[src/rtl/spi_pkg.sv]
// Shared frame geometry, register map and FSM state type for the SPI register-write initiator.
package spi_pkg;

   localparam int FRAME_W = 16;
   localparam int ADDR_W  = 7;
   localparam int DATA_W  = 8;
   localparam int RW_BIT  = 15;

   localparam logic [ADDR_W-1:0] REG_ID     = 7'h00;
   localparam logic [ADDR_W-1:0] REG_CTRL   = 7'h01;
   localparam logic [ADDR_W-1:0] REG_STATUS = 7'h02;
   localparam logic [ADDR_W-1:0] REG_CFG    = 7'h03;
   localparam logic [ADDR_W-1:0] REG_DATA   = 7'h04;

   typedef enum logic [2:0] {
      IDLE,
      SETUP,
      SHIFT,
      HOLD,
      GAP
   } spi_state_e;

   function automatic logic [FRAME_W-1:0] pack_frame(input logic              rw,
                                                     input logic [ADDR_W-1:0] addr,
                                                     input logic [DATA_W-1:0] data);
      logic [FRAME_W-1:0] f;
      f                       = '0;
      f[RW_BIT]               = rw;
      f[RW_BIT-1 -: ADDR_W]   = addr;
      f[DATA_W-1:0]           = data;
      return f;
   endfunction

endpackage

[src/rtl/spi_controller_if.sv]
// Command port and SPI pins of spi_controller. SPI_CTRL_READBACK_EN adds cmd_rw, cipo and rd_data.
interface spi_controller_if;
   import spi_pkg::*;

   logic              cmd_valid;
   logic              cmd_ready;
   logic [ADDR_W-1:0] cmd_addr;
   logic [DATA_W-1:0] cmd_data;
   logic              sclk;
   logic              cs_n;
   logic              copi;
   logic              busy;
   logic              done;
`ifdef SPI_CTRL_READBACK_EN
   logic              cmd_rw;
   logic              cipo;
   logic [DATA_W-1:0] rd_data;

   modport master (output cmd_valid, cmd_addr, cmd_data, cmd_rw, cipo,
                   input  cmd_ready, sclk, cs_n, copi, busy, done, rd_data);
   modport slave  (input  cmd_valid, cmd_addr, cmd_data, cmd_rw, cipo,
                   output cmd_ready, sclk, cs_n, copi, busy, done, rd_data);
`else
   modport master (output cmd_valid, cmd_addr, cmd_data,
                   input  cmd_ready, sclk, cs_n, copi, busy, done);
   modport slave  (input  cmd_valid, cmd_addr, cmd_data,
                   output cmd_ready, sclk, cs_n, copi, busy, done);
`endif

endinterface

[src/rtl/spi_clk_gen.sv]
// sclk half-period divider: counts 0..CLK_DIV-1 while enabled and flags the last count.
module spi_clk_gen #(
   parameter int CLK_DIV = 4
) (
   input  logic clk,
   input  logic rst_n,
   input  logic en,
   input  logic clr,
   output logic tick
);

   localparam int            CW = $clog2(CLK_DIV) + 1;
   localparam logic [CW-1:0] TC = CW'(CLK_DIV - 1);

   logic [CW-1:0] cnt;

   always_ff @(posedge clk or negedge rst_n) begin
      if (!rst_n) begin
         cnt <= '0;
      end else if (clr) begin
         cnt <= '0;
      end else if (en) begin
         cnt <= (cnt == TC) ? '0 : cnt + 1'b1;
      end
   end

   assign tick = en && (cnt == TC);

endmodule

[src/rtl/spi_controller.sv]
// Mode-0 SPI initiator sending 16-bit {rw, addr, data} register writes.
// SPI_CTRL_READBACK_EN: cmd_rw drives the R/W bit and cipo is captured into rd_data.
//
// state | meaning
// IDLE  | cmd_ready high, waiting for cmd_valid
// SETUP | cs_n low, first bit on copi, CS_SETUP cycles
// SHIFT | 16 sclk periods of 2*CLK_DIV cycles
// HOLD  | cs_n still low after last falling edge, CS_HOLD cycles
// GAP   | cs_n high minimum spacing, CS_HOLD cycles
module spi_controller
   import spi_pkg::*;
#(
   parameter int CLK_DIV  = 4,
   parameter int CS_SETUP = 2,
   parameter int CS_HOLD  = 2
) (
   input  logic           clk,
   input  logic           rst_n,
   spi_controller_if.slave bus
);

   localparam int TMAX = (CS_SETUP > CS_HOLD) ? CS_SETUP : CS_HOLD;
   localparam int TW   = $clog2(TMAX + 1) + 1;

   spi_state_e         state_q, state_d;
   logic [TW-1:0]      timer_q, timer_d;
   logic [FRAME_W-1:0] shift_q, shift_d;
   logic [3:0]         bit_q, bit_d;
   logic               sclk_q, sclk_d;
   logic               cs_n_q, cs_n_d;
   logic               busy_q, busy_d;
   logic               done_q, done_d;
   logic               tick;
   logic               accept;
   logic               rw_bit;

`ifdef SPI_CTRL_READBACK_EN
   assign rw_bit = bus.cmd_rw;
`else
   assign rw_bit = 1'b1;
`endif

   assign accept = bus.cmd_valid && (state_q == IDLE);

   spi_clk_gen #(.CLK_DIV(CLK_DIV)) u_clk_gen (
      .clk  (clk),
      .rst_n(rst_n),
      .en   (state_q == SHIFT),
      .clr  (state_q != SHIFT),
      .tick (tick)
   );

   always_comb begin
      state_d = state_q;
      timer_d = timer_q;
      shift_d = shift_q;
      bit_d   = bit_q;
      sclk_d  = sclk_q;
      cs_n_d  = cs_n_q;
      busy_d  = busy_q;
      done_d  = 1'b0;
      case (state_q)
         IDLE: begin
            if (accept) begin
               shift_d = pack_frame(rw_bit, bus.cmd_addr, bus.cmd_data);
               cs_n_d  = 1'b0;
               busy_d  = 1'b1;
               bit_d   = '0;
               timer_d = TW'(CS_SETUP - 1);
               state_d = SETUP;
            end
         end
         SETUP: begin
            if (timer_q == '0) state_d = SHIFT;
            else               timer_d = timer_q - 1'b1;
         end
         SHIFT: begin
            if (tick) begin
               if (!sclk_q) begin
                  sclk_d = 1'b1;
                  bit_d  = bit_q + 4'd1;
               end else begin
                  // Every fall shifts, so after 16 falls copi is already 0 for HOLD.
                  sclk_d  = 1'b0;
                  shift_d = shift_q << 1;
                  // bit_q wraps to 0 on the 16th rising edge.
                  if (bit_q == 4'd0) begin
                     timer_d = TW'(CS_HOLD - 1);
                     state_d = HOLD;
                  end
               end
            end
         end
         HOLD: begin
            if (timer_q == '0) begin
               cs_n_d  = 1'b1;
               done_d  = 1'b1;
               timer_d = TW'(CS_HOLD - 1);
               state_d = GAP;
            end else begin
               timer_d = timer_q - 1'b1;
            end
         end
         GAP: begin
            if (timer_q == '0) begin
               busy_d  = 1'b0;
               state_d = IDLE;
            end else begin
               timer_d = timer_q - 1'b1;
            end
         end
         default: state_d = IDLE;
      endcase
   end

   always_ff @(posedge clk or negedge rst_n) begin
      if (!rst_n) begin
         state_q <= IDLE;
         timer_q <= '0;
         shift_q <= '0;
         bit_q   <= '0;
         sclk_q  <= 1'b0;
         cs_n_q  <= 1'b1;
         busy_q  <= 1'b0;
         done_q  <= 1'b0;
      end else begin
         state_q <= state_d;
         timer_q <= timer_d;
         shift_q <= shift_d;
         bit_q   <= bit_d;
         sclk_q  <= sclk_d;
         cs_n_q  <= cs_n_d;
         busy_q  <= busy_d;
         done_q  <= done_d;
      end
   end

`ifdef SPI_CTRL_READBACK_EN
   logic [DATA_W-1:0] rx_q, rx_d;
   logic [DATA_W-1:0] rd_q, rd_d;

   // Data bits 7..0 occupy frame positions 8..15, i.e. bit_q[3] set at the rising tick.
   always_comb begin
      rx_d = rx_q;
      rd_d = rd_q;
      if (state_q == SHIFT && tick && !sclk_q && bit_q[3]) rx_d = {rx_q[DATA_W-2:0], bus.cipo};
      if (state_q == HOLD && timer_q == '0)                 rd_d = rx_q;
   end

   always_ff @(posedge clk or negedge rst_n) begin
      if (!rst_n) begin
         rx_q <= '0;
         rd_q <= '0;
      end else begin
         rx_q <= rx_d;
         rd_q <= rd_d;
      end
   end

   assign bus.rd_data = rd_q;
`endif

   assign bus.cmd_ready = (state_q == IDLE);
   assign bus.sclk      = sclk_q;
   assign bus.cs_n      = cs_n_q;
   assign bus.copi      = shift_q[FRAME_W-1];
   assign bus.busy      = busy_q;
   assign bus.done      = done_q;

endmodule

[src/flat_wrapper.sv]
// flat-port wrapper written by rule: the top's interface ports become plain ports
module spi_controller_flat import spi_pkg::*;
#(
   parameter int CLK_DIV  = 4,
   parameter int CS_SETUP = 2,
   parameter int CS_HOLD  = 2
)
  (clk, rst_n, bus_cmd_valid, bus_cmd_addr, bus_cmd_data, bus_cmd_ready, bus_sclk, bus_cs_n, bus_copi, bus_busy, bus_done);
  spi_controller_if bus_i ();
  input  logic clk;
  input  logic rst_n;
  input wire logic [$bits(bus_i.cmd_valid)-1:0] bus_cmd_valid;
  input wire logic [$bits(bus_i.cmd_addr)-1:0] bus_cmd_addr;
  input wire logic [$bits(bus_i.cmd_data)-1:0] bus_cmd_data;
  output wire logic [$bits(bus_i.cmd_ready)-1:0] bus_cmd_ready;
  output wire logic [$bits(bus_i.sclk)-1:0] bus_sclk;
  output wire logic [$bits(bus_i.cs_n)-1:0] bus_cs_n;
  output wire logic [$bits(bus_i.copi)-1:0] bus_copi;
  output wire logic [$bits(bus_i.busy)-1:0] bus_busy;
  output wire logic [$bits(bus_i.done)-1:0] bus_done;
  assign bus_i.cmd_valid = bus_cmd_valid;
  assign bus_i.cmd_addr = bus_cmd_addr;
  assign bus_i.cmd_data = bus_cmd_data;
  assign bus_cmd_ready = bus_i.cmd_ready;
  assign bus_sclk = bus_i.sclk;
  assign bus_cs_n = bus_i.cs_n;
  assign bus_copi = bus_i.copi;
  assign bus_busy = bus_i.busy;
  assign bus_done = bus_i.done;
  spi_controller #(.CLK_DIV(CLK_DIV), .CS_SETUP(CS_SETUP), .CS_HOLD(CS_HOLD)) u_core (.clk(clk), .rst_n(rst_n), .bus(bus_i));
endmodule
[config.mk]
export PLATFORM = sky130hd
export DESIGN_NAME = spi_controller_flat
export DESIGN_NICKNAME = d
export VERILOG_FILES = /design/src/rtl/spi_pkg.sv /design/src/rtl/spi_controller_if.sv /design/src/rtl/spi_clk_gen.sv /design/src/rtl/spi_controller.sv /design/src/flat_wrapper.sv
export SDC_FILE = /design/constraint.sdc
export NUM_CORES = 1
export LEC_CHECK = 0
export ABC_AREA = 1
export CORE_ASPECT_RATIO = 0.8
export CORE_MARGIN = 4
export CORE_UTILIZATION = 45
export CTS_CLUSTER_SIZE = 30
export DETAILED_ROUTE_END_ITERATION = 6
export PLACE_DENSITY = 0.67
export SLEW_MARGIN = 20
export SYNTH_ARGS = -nofsm -noshare
export SYNTH_HDL_FRONTEND = slang
export SYNTH_SLANG_ARGS = --single-unit
[constraint.sdc]
create_clock -name clk -period 3.4 [get_ports clk]
set_input_delay 0.51 -clock clk [delete_from_list [all_inputs] [get_ports clk]]
set_output_delay 0.51 -clock clk [all_outputs]
set_load 0.01 [all_outputs]
==> qor.yml <==
fin_ws_ps: 1290
power.net_switching_uw: 712
seq_area_frac_synth_pct: 46.5
power_density_mw_per_mm2: 794
drive_gt1_share_pct: 9.27
grt_pass1_vias: 1310
rows: 20
rrSetupSlack_ps: 1560
finalClockSkew_ps: 2.40
nets: 281
crit-reg2reg-launch: "u_core.state_q[2]"
core-area_mm2: 0.00380
antenna_left: 0
grtUsageTotal_pct: 14.7
start_kind: "flop"
whs_path_depth: 1
die_y_um: 64.2
synth_top_area_share_pct: 45.0
hold_path.class: "flop to flop"
status: "complete, no violations"
hold_buffers: 0
n_antenna_cell: 0
use_met1_pct: 21.2
post-cts-setup-buffers: 0
area_growth_pct: 19.1
worstMarginPinSlew_ps: 724
cp-endpoint: "bus_cmd_ready"
crit_path_start: "u_core.state_q[2]"
clock_latency_ps: 280
p_int_uw: 970
avgSynthCellArea_um2: 7.63
post-route-drc-count: 0
wirelength_mm: 3.30
p_leak_uw: 0.00110
hold_violations: 0
required_ps: 2890
p_sw_share_pct: 42.3
initial_core_util_pct: 46.7
portBuffers: 23
multi_input_area_um2: 767
gr-usage-met3_pct: 4.51
drv_cap: 0
cts.htree.levels: 2
grt_antenna_before_repair: 0
max-clock-path-buffers: 2
p_seq_share_pct: 36.8
drt_iter0_drc: 87
ff_latch_area_um2: 827
yosysUniqueCellTypes: 21
syn_nets: 256
min_period_ps: 2110
grt.busiest_layer: "met1"
dp.cells: 306
fill_cells: 371
grt_start_max_net_pins: 34
dr.pass1.iters: 4
mostFrequentLayoutCells: "72 x nand2_1, 34 x inv_1, 32 x dfrtp_1, 23 x clkdlybuf4s50_1, 19 x o21ai_0"
use_met2_pct: 20.4
viasPerCell: 4.48
clkSinkCount: 33
fmax_mhz: 475
drv_slew: 0
cts_buffers: 5
yosys_warnings: 0
min_from: "u_core.u_clk_gen.cnt[0]"
grt_pass1_wl_mm: 5.77
syn_inst: 233
dieArea_mm2: 0.00503
cts_tree: "done"
io_pins: 24
reg2reg_to: "u_core.shift_q[15]"
num_vias: 1407
cp-end-kind: "primary output"
crit_arrival_ps: 1600
yosysTopAreaCell: "dfrtp_1"
period_share_pct: 62.0
post-route-util_pct: 55.7
reg2regPathDepth: 5
synth_seq_cells: 33
final_common_cell: "nand2_1"
crit_fanout: 6
rsz0062_at_grt: "no"
post_dp_cell_area_mm2: 0.00204
dpl_worst_slack_ps: 1580
synth.area.top_cells: "dfrtp_1 45%, nand2_1 15%, inv_1 7.2%, o21ai_0 5.3%, nand3_1 3.9%"
clkSlewWorstSetupHoldPaths_ps: 70
power_frac_clock_pct: 16.7
stdcell_count: 314
grt-ovfl-total: 0
place_congestion: 0.792
dp_hpwl_mm: 2.33
ir_drop_mv: 0.312
setup-tns-final_ps: 0
relSlewSlack_pct: 51.5
syn_area_mm2: 0.00178
critPathKind: "flop to primary output"
cts_resized: 0
routedWlPerCell_um: 10.5
setup_viol: 0
fin_area_mm2: 0.00212
dieWidth_um: 78.3
power_frac_comb_pct: 46.4
cts-root-buf: "clkbuf_8"
worst min-delay path by stage:
stage | slack [ps] | to
3_5_place_dp | 440 | u_core.u_clk_gen.cnt[0]
4_1_cts | 450 | u_core.u_clk_gen.cnt[0]
6_report | 440 | u_core.u_clk_gen.cnt[0]
2_1_floorplan | 210 | u_core.bit_q[0]
3_3_place_gp | 440 | u_core.u_clk_gen.cnt[0]
5_1_grt | 450 | u_core.u_clk_gen.cnt[0]
cell usage after synthesis:
| cell | instances |
|---|---|
| dfstp_2 | 1 |
| ha_1 | 5 |
| buf_6 | 3 |
| a21oi_2 | 1 |
| o21ai_1 | 14 |
| o21ai_0 | 19 |
| inv_2 | 2 |
| buf_2 | 2 |
| nor2_4 | 2 |
| nor3_1 | 2 |
| clkbuf_2 | 1 |
| nor2_2 | 1 |
| a21oi_1 | 3 |
| nand2_4 | 2 |
| nor2_1 | 16 |
| dfrtp_1 | 32 |
| o21ai_4 | 1 |
| nand2_2 | 6 |
| nand3_1 | 14 |
| inv_1 | 34 |
| nand2_1 | 72 |
metal layers:
metal	vias to the layer above	wire length (um)	share of wire (%)
li1	769	-	-
met1	615	1760	53
met2	18	1360	41
met3	5	141	4.3
met4	0	38	1.2
met5	-	0	0
power by group through the flow:
stage               clock (uW)  combinational [uW]  sequential, uW
global placement             0                 768             625
floorplan                    0                 603             623
global route               311                 899             637
detailed placement           0                 781             627
CTS                        294                 789             620
finish                     282                 781             620
cell families (layout without fill, tap and decap cells):
group,after synthesis,in the layout,synth area share [%]
adder cells (fa/ha/maj),5,5,3.52
flip-flops,33,33,46.5
buffers and inverters,42,68,10.3
AO/OA/AOI/OAI,38,38,11.5
AND/OR/NAND/NOR,115,115,28.1
through the flow:
stage	hold WS [ps]	total power, uW
floorplan	214	1230
global placement	439	1390
detailed placement	436	1410
CTS	446	1700
global route	453	1850
finish	443	1680
state kept, by name, summed over array words and instances, names as in the netlist:
signal and cells:
u_core.bus.sclk 1, u_core.shift_q 16, u_core.state_q 3, u_core.bit_q 4
u_core.bus.done 1, u_core.timer_q 3, u_core.bus.busy 1, u_core.bus.cs_n 1
u_core.u_clk_gen.cnt 3
worst max-delay path, stage by stage (launching register included):
cell             delay, ps
dfrtp_1                470
nor2_4                 180
nand2_2                 60
inv_2                   70
clkdlybuf4s50_1        530
area by class of cell:
cell class,instances,area share [%]
Sequential cell,33,39.0
Clock inverter,2,0.473
Inverter,36,6.38
Tap cell,55,3.25
Clock buffer,6,3.43
Multi-Input combinational cell,158,36.2
Timing Repair Buffer,24,11.2
Power figures use the tool's default switching activity.
